$ cat src/rtl/jtpopeye_rom_pkg.sv
// Shared types and helpers for the Popeye ROM client slot.
package jtpopeye_rom_pkg;

  typedef enum logic [1:0] {IDLE, REQ, WAIT} romslot_st_t;

  localparam int LINE_BYTES = 4;

  // Pick one byte out of a little-endian 32-bit line
  function automatic logic [7:0] byte_sel(input logic [31:0] line, input logic [1:0] sel);
    return line[8*sel +: 8];
  endfunction

endpackage

$ cat src/rtl/jtpopeye_rom_line.sv
// One cached ROM line: valid bit, tag and 32-bit data with a hit compare.
module jtpopeye_rom_line #(
  parameter int TW = 13
) (
  input  logic          clk,
  input  logic          rst_n,
  input  logic          clr,
  input  logic          we,
  input  logic [TW-1:0] wtag,
  input  logic [31:0]   wdata,
  input  logic [TW-1:0] tag,
  output logic          hit,
  output logic [31:0]   data
);

  logic          valid_reg;
  logic [TW-1:0] tag_reg;
  logic [31:0]   data_reg;

  // Line storage; clr (ROM download) wipes validity every cycle it is high
  always_ff @(posedge clk) begin
    if (!rst_n) begin
      valid_reg <= 1'b0;
      tag_reg   <= '0;
      data_reg  <= '0;
    end else if (clr) begin
      valid_reg <= 1'b0;
    end else if (we) begin
      valid_reg <= 1'b1;
      tag_reg   <= wtag;
      data_reg  <= wdata;
    end
  end

  assign hit  = valid_reg && (tag_reg == tag);
  assign data = data_reg;

endmodule

$ cat src/rtl/jtpopeye_rom_slot.sv
// ROM client slot: byte reads from the game turned into 32-bit SDRAM bursts,
// cached in one line (or two with LRU replacement when JTPOPEYE_ROMSLOT_DUAL_EN
// is defined).
module jtpopeye_rom_slot #(
  parameter int          AW     = 15,
  parameter logic [21:0] OFFSET = 22'h0
) (
  input  logic          clk,
  input  logic          rst_n,
  input  logic          downloading,
  input  logic          cs,
  input  logic [AW-1:0] addr,
  output logic [7:0]    dout,
  output logic          ok,
  output logic [21:0]   sdram_addr,
  output logic          sdram_req,
  input  logic          sdram_ack,
  input  logic [31:0]   data_read,
  input  logic          data_rdy
);

  import jtpopeye_rom_pkg::*;

  localparam int OW = $clog2(LINE_BYTES);
  localparam int TW = AW - OW;
`ifdef JTPOPEYE_ROMSLOT_DUAL_EN
  localparam int NLINES = 2;
`else
  localparam int NLINES = 1;
`endif

  logic [TW-1:0] addr_tag;
  logic [OW-1:0] addr_off;
  logic [21:0]   fetch_addr;

  assign addr_tag   = addr[AW-1:OW];
  assign addr_off   = addr[OW-1:0];
  // Each line is two 16-bit SDRAM words; address arithmetic wraps at 22 bits
  assign fetch_addr = OFFSET + 22'({addr_tag, 1'b0});

  romslot_st_t   state_reg;
  logic [TW-1:0] fill_tag_reg;
  logic          drop_reg;

  logic [NLINES-1:0] line_hit;
  logic [NLINES-1:0] line_we;
  logic [31:0]       line_data [NLINES];
  logic              hit_any;
  logic [31:0]       hit_data;
  logic              rdy_now;
  logic              fill_en;

  // Data may arrive together with the ack, so REQ also accepts it
  assign rdy_now = (((state_reg == REQ) && sdram_ack) || (state_reg == WAIT)) && data_rdy;
  assign fill_en = rdy_now && !drop_reg && !downloading;

  generate
    for (genvar gi = 0; gi < NLINES; gi++) begin : g_line
      jtpopeye_rom_line #(.TW(TW)) u_line (
        .clk   (clk),
        .rst_n (rst_n),
        .clr   (downloading),
        .we    (line_we[gi]),
        .wtag  (fill_tag_reg),
        .wdata (data_read),
        .tag   (addr_tag),
        .hit   (line_hit[gi]),
        .data  (line_data[gi])
      );
    end
  endgenerate

  // Select the data of whichever line hits (tags are unique across lines)
  always_comb begin
    hit_any  = |line_hit;
    hit_data = '0;
    for (int i = 0; i < NLINES; i++) begin
      if (line_hit[i]) hit_data = line_data[i];
    end
  end

`ifdef JTPOPEYE_ROMSLOT_DUAL_EN
  logic lru_reg;  // index of the least-recently used line, the next victim

  assign line_we = fill_en ? (lru_reg ? 2'b10 : 2'b01) : 2'b00;

  // A fill or a hit makes its line most-recently used
  always_ff @(posedge clk) begin
    if (!rst_n) begin
      lru_reg <= 1'b0;
    end else if (fill_en) begin
      lru_reg <= ~lru_reg;
    end else if (cs && hit_any && !downloading) begin
      lru_reg <= ~line_hit[1];
    end
  end
`else
  assign line_we = fill_en;
`endif

  // Request FSM: one outstanding burst; a download during it discards the fill
  always_ff @(posedge clk) begin
    if (!rst_n) begin
      state_reg    <= IDLE;
      sdram_req    <= 1'b0;
      sdram_addr   <= '0;
      fill_tag_reg <= '0;
      drop_reg     <= 1'b0;
    end else begin
      case (state_reg)
        IDLE: begin
          if (cs && !hit_any && !downloading) begin
            state_reg    <= REQ;
            sdram_req    <= 1'b1;
            sdram_addr   <= fetch_addr;
            fill_tag_reg <= addr_tag;
            drop_reg     <= 1'b0;
          end
        end
        REQ: begin
          if (downloading) drop_reg <= 1'b1;
          if (sdram_ack) begin
            sdram_req <= 1'b0;
            state_reg <= data_rdy ? IDLE : WAIT;
          end
        end
        WAIT: begin
          if (downloading) drop_reg <= 1'b1;
          if (data_rdy) state_reg <= IDLE;
        end
        default: begin
          state_reg <= IDLE;
          sdram_req <= 1'b0;
        end
      endcase
    end
  end

  // Output byte: a fill matching the current address is forwarded straight away
  always_ff @(posedge clk) begin
    if (!rst_n) begin
      ok   <= 1'b0;
      dout <= '0;
    end else if (downloading || !cs) begin
      ok <= 1'b0;
    end else if (fill_en && (fill_tag_reg == addr_tag)) begin
      ok   <= 1'b1;
      dout <= byte_sel(data_read, addr_off);
    end else if (hit_any) begin
      ok   <= 1'b1;
      dout <= byte_sel(hit_data, addr_off);
    end else begin
      ok <= 1'b0;
    end
  end

endmodule
$ cat config.mk
export PLATFORM = sky130hd
export DESIGN_NAME = jtpopeye_rom_slot
export DESIGN_NICKNAME = d
export VERILOG_FILES = /design/src/rtl/jtpopeye_rom_pkg.sv /design/src/rtl/jtpopeye_rom_line.sv /design/src/rtl/jtpopeye_rom_slot.sv
export SDC_FILE = /design/constraint.sdc
export NUM_CORES = 1
export LEC_CHECK = 0
export CAP_MARGIN = 20
export CORE_MARGIN = 5
export CORE_UTILIZATION = 46
export DETAILED_ROUTE_END_ITERATION = 10
export PLACE_DENSITY = 0.72
export SLEW_MARGIN = 30
export SYNTH_ARGS = -nofsm -noshare
export SYNTH_HDL_FRONTEND = slang
export SYNTH_SLANG_ARGS = --single-unit
$ cat constraint.sdc
create_clock -name clk -period 4.43 [get_ports clk]
set_input_delay 0.886 -clock clk [delete_from_list [all_inputs] [get_ports clk]]
set_output_delay 0.886 -clock clk [all_outputs]
set_load 0.1 [all_outputs]
=== After elaboration in Yosys (flattened, before gate mapping) ===
Index checks and enable logic that the tools add are counted.

* Bits in registers: 72
* Output and inout port bits: 32
* Logic and storage cells: 65

* Multiplexer cells: 16
* Shift operators: 2
* Eq/ne operators: 8
* Reduce and logical (&&, ||, !) cells: 26
* Bitwise logic cells: 4

{| class="wikitable"
|+ Operators with widths
! kind !! number
|-
| 32-bit by 6-bit variable part select with 8-bit output || 2
|-
| 32-bit two-way mux || 1
|-
| 13-bit == test || 2
|-
| 8-bit two-way mux || 2
|-
| 3-bit AND reduction || 3
|-
| 1-bit logical AND || 8
|-
| 2-bit two-way mux || 4
|-
| 1-bit two-way mux || 6
|-
| 2-bit inequality test, second input constant || 3
|-
| 2-bit one-hot mux with 3 select lines || 1
|-
| 2-bit AND reduction || 3
|-
| 2-bit OR reduction || 3
|-
| 1-bit logical NOT || 4
|-
| 1-bit inverter || 4
|-
| 2-bit nonzero test || 2
|-
| 1-bit one-hot mux with 3 select lines || 1
|-
| 2-bit by 1-bit == test with 1-bit output, second input constant || 1
|-
| 2-bit == test, second input constant || 1
|-
| 2-bit logical NOT || 1
|-
| 1-bit logical OR || 2
|-
| 2-bit by 1-bit inequality test with 1-bit output, second input constant || 1
|-
| 1-bit one-hot mux with 2 select lines || 1
|}

=== Depth between registers and ports, before layout ===
* Depth after elaboration: 9
* Depth in mapped cells: 8
* Mapped depth without buffers: 7

=== Hierarchy ===
From an unflattened synthesis, not the netlist that was laid out.

* Cells, all modules: 405
* Area total of the unflattened synthesis: 3667.3 µm²

{| class="wikitable"
|+ Modules (own cells, without submodules)
! module !! cells each !! area each (µm²) !! times used
|-
| jtpopeye_rom_line || 218 || 1871.8 || 1
|-
| jtpopeye_rom_slot || 187 || 1795.5 || 1
|}

=== Worst setup path before layout ===
No wires, ideal clock.

* Path kind: input to register
* Start point: input port downloading
* End point: register dout[0]
* Data required time: 4302 ps
* Path slack: 2162 ps
* Path buffers: 1
* Arrival time: 2139 ps
* Stages: 6
* Cells stage by stage: or3b_1 -> nor4_1 -> nand4_1 -> buf_2 -> o21ai_4 -> o22ai_1

* Cells in the longest elaborated chain, start to end: 5

{| class="wikitable"
|+ Ends and longest elaborated chain
! what !! line !! text
|-
| start, declared || jtpopeye_rom_slot.sv:10 || <nowiki>input logic downloading,</nowiki>
|-
| 1-bit logical NOT || jtpopeye_rom_slot.sv:55 || <nowiki>assign fill_en = rdy_now && !drop_reg && !downloading;</nowiki>
|-
| 1-bit logical AND || jtpopeye_rom_slot.sv:55 ||
|-
| 1-bit logical AND || jtpopeye_rom_slot.sv:146 || <nowiki>end else if (fill_en && (fill_tag_reg == addr_tag)) begin</nowiki>
|-
| 2-bit nonzero test (no source line) || n/a ||
|-
| 2-bit AND reduction (no source line) || n/a ||
|-
| end signal, assigned || jtpopeye_rom_slot.sv:148 || <nowiki>dout <= byte_sel(data_read, addr_off);</nowiki>
|-
| end signal, assigned || jtpopeye_rom_slot.sv:151 || <nowiki>dout <= byte_sel(hit_data, addr_off);</nowiki>
|-
| end, declared || jtpopeye_rom_slot.sv:13 || <nowiki>output logic [7:0] dout,</nowiki>
|}

Several ways; a longest one is shown, not always the timed one.
A chain may end at the register's enable or synchronous reset.

=== Worst setup path in the final report ===
* Start point: input port data_rdy
* End point: register dout[3]

* Cells in the longest elaborated chain, start to end: 6

{| class="wikitable"
|+ Ends and longest elaborated chain
! what !! line !! text
|-
| start, declared || jtpopeye_rom_slot.sv:19 || <nowiki>input logic data_rdy</nowiki>
|-
| 1-bit logical AND (*) || jtpopeye_rom_slot.sv:54 || <nowiki>assign rdy_now = (((state_reg == REQ) && sdram_ack) || (state_reg == WAIT)) && data_rdy;</nowiki>
|-
| 1-bit logical AND (*) (2 in a row) || jtpopeye_rom_slot.sv:55 ||
|-
| 1-bit logical AND (*) || jtpopeye_rom_slot.sv:146 ||
|-
| 2-bit nonzero test (no source line) || n/a ||
|-
| 2-bit AND reduction (no source line) || n/a ||
|}

Every way passes the cells marked *; elsewhere a longest branch is shown, timed or not.

==> reports/results.tsv <==
metric	value	unit
viasPerCell	5.17	
die_y	97.5	um
pin_count	85	
max_freq	313	MHz
ys.flop_type	dfxtp_1	
largest_reg_flops	32	
required	4640	ps
fin_crit_sh	0.721	
timing.rr.end	dout[3]	
tightest_slew	979	ps
synth_top_area_cell	dfxtp_1	
drive_above_1_share	0.0814	
dp_cells	555	
ys_top_cells_by_count	nand2_1, dfxtp_1, a21oi_1	
grt_max_degree	47	
async_reset_ff_frac	0	
pre_cts_slack	967	ps
cts_root_buf	clkbuf_8	
initial_utilization	0.463	
netlist_instances	399	
syn_area	3520	um2
finalSetupTns	0	ps
drtIter0Drc	144	
cts_buffers	9	
core_region_area	7610	um2
diodes	0	
synth_edf_count	0	
wire_per_inst	15.2	um
fin_skew	9.39	ps
ys_seq_area_frac	0.409	
slew_headroom	0.345	
yosysMostFrequentCell	nand2_1	
rr_worst_depth	8	
ctsHoldBuffers	0	
slew_viol_final	0	
vias	2940	
synth_top_area_frac	0.409	
start_kind	input pin	
clock-sinks	72	
min_delay_worst_endpoint	g_line[0].u_line.data[5]	
final_hold_viol_count	0	
leakagePower	1.62	nW
ys_ff_latch	72	
critical_path.cell_chain	clkdlybuf4s50_1, or3b_1, nor4_1, nand4_1, buf_4, o21ai_4, o22ai_1	
dieArea	9500	um2
clkTransAtPathRegs	70	ps
cts_resized	0	
cpLargestDelayFamily	simple AND/OR/NAND/NOR gates	
slowest_stage	clkdlybuf4s50_1	
status	finished clean	
hold_start	g_line[0].u_line.data[5]	
drv_cap	0	
finalNonFillerCells	569	
grt_pass1_vias	2856	
hold_class	flip-flop to flip-flop	
yosysWarnings	0	
ys_types	35	
synth_area_leaders	dfxtp_1, nand2_1, mux4_2	
cp-end-kind	flip-flop	
cp.arrival	3400	ps
worstSkewPairLatency	330	ps
die_w	97.5	um
timing.rr.start	state_reg[1]	
critical_path.max_stage_delay	530	ps
crit_type	input pin to flip-flop	
portBuffers	75	
cts_tree	built	
postCtsSetupRepairBufs	0	
gr-total-overflow	0	
holdWs	456	ps
setup_viol	0	
crit_path_max_fanout	8	
gr-usage-all-layers	0.181	
postSynthAreaPerCell	8.82	um2
antenna_found_initial	0	
fin_crit	3190	ps
r2r_setup_slack	1970	ps
wl	8.64	mm
cts.htree.levels	3	
crit_cells	7	
dr.pass1.iters	4	
power.density	305	nW/um2
drcViolationCount	0	
layout.nets	520	
critPathBufInv	2	
irDropWorstVdd	186	uV
hold_depth	2	
hpwl	6.18	mm
rows	32	
rsz0062_at_grt	no	
layout_setup_ws	1240	ps
drtAntennaViolNets	0	
grt_pass1_wl	14.1	mm
syn_to_final_growth	26.2	%
cts_buffer_depth	2	
gp_congestion	0.798	
[metrics by stage]
stage / power [mW] / instance area [um2] / util
CTS: 1.37 / 4440 / 0.584
global route: 1.41 / 4440 / 0.584
global placement: 0.940 / 4290 / 0.564
finish: 1.36 / 4440 / 0.584
floorplan: 0.858 / 3550 / -
detailed placement: 0.942 / 4290 / 0.564
[layout make-up]
cell class              count  area (um2)
multi-input cells         287        1880
clock buffers              13         149
flip-flops and latches     72        1440
fillers                   710        3160
inverters                  14        52.6
well taps                 102         128
repair buffers             80         788
clock inverters             1        5.00
[logic make-up after synthesis]
group | synth area share
AND/OR/NAND/NOR | 0.176
flip-flops | 0.409
AO/OA/AOI/OAI | 0.108
buffers and inverters | 0.0657
multiplexers | 0.165
XOR/XNOR | 0.0647
adder cells (fa/ha/maj) | 0.0107
other | 0.00107
[where the power goes]
group	switching [mW]	leakage (nW)	internal [mW]
clock network	0.215	0.0794	0.212
logic	0.162	0.958	0.0953
registers	0.0112	0.582	0.660
total	0.388	1.62	0.967
[layer usage]
layer,vias to the layer above,part of all wire,track usage
met1,1388,0.46,0.238
li1,1469,-,-
met4,0,0.0068,0.0703
met5,-,0,0
met2,77,0.49,0.291
met3,6,0.043,0.0366
[worst register-to-register path, delay by kind of cell (launching register included)]
| kind | cells | cell delay, ps |
|---|---|---|
| adder cells (fa/ha/maj) | 1 | 200 |
| AO/OA/AOI/OAI | 3 | 480 |
| flip-flops | 1 | 330 |
| AND/OR/NAND/NOR | 2 | 870 |
| buffers and inverters | 2 | 450 |
[cells in the final DEF (no fill, tap or decap), types with 8 or more instances in the layout]
master and instances:
a21oi_1 48, clkbuf_8 10, clkdlybuf4s50_1 75, conb_1 9, dfxtp_1 72, inv_1 14, mux2i_1 22, mux4_2 16
nand2_1 118, nor4_1 8, o22ai_1 8, xor2_1 25
[worst max path at each step]
| stage | endpoint | from | slack, ps |
|---|---|---|---|
| 6_report | dout[3] | data_rdy | 1240 |
| 4_1_cts | dout[3] | data_rdy | 1280 |
| 5_1_grt | dout[2] | data_rdy | 1150 |
| 3_5_place_dp | dout[0] | data_rdy | 970 |
| 3_3_place_gp | dout[0] | data_rdy | 1080 |
| 2_1_floorplan | dout[0] | downloading | 2160 |
Note: power is estimated with default switching activity, not from simulation.
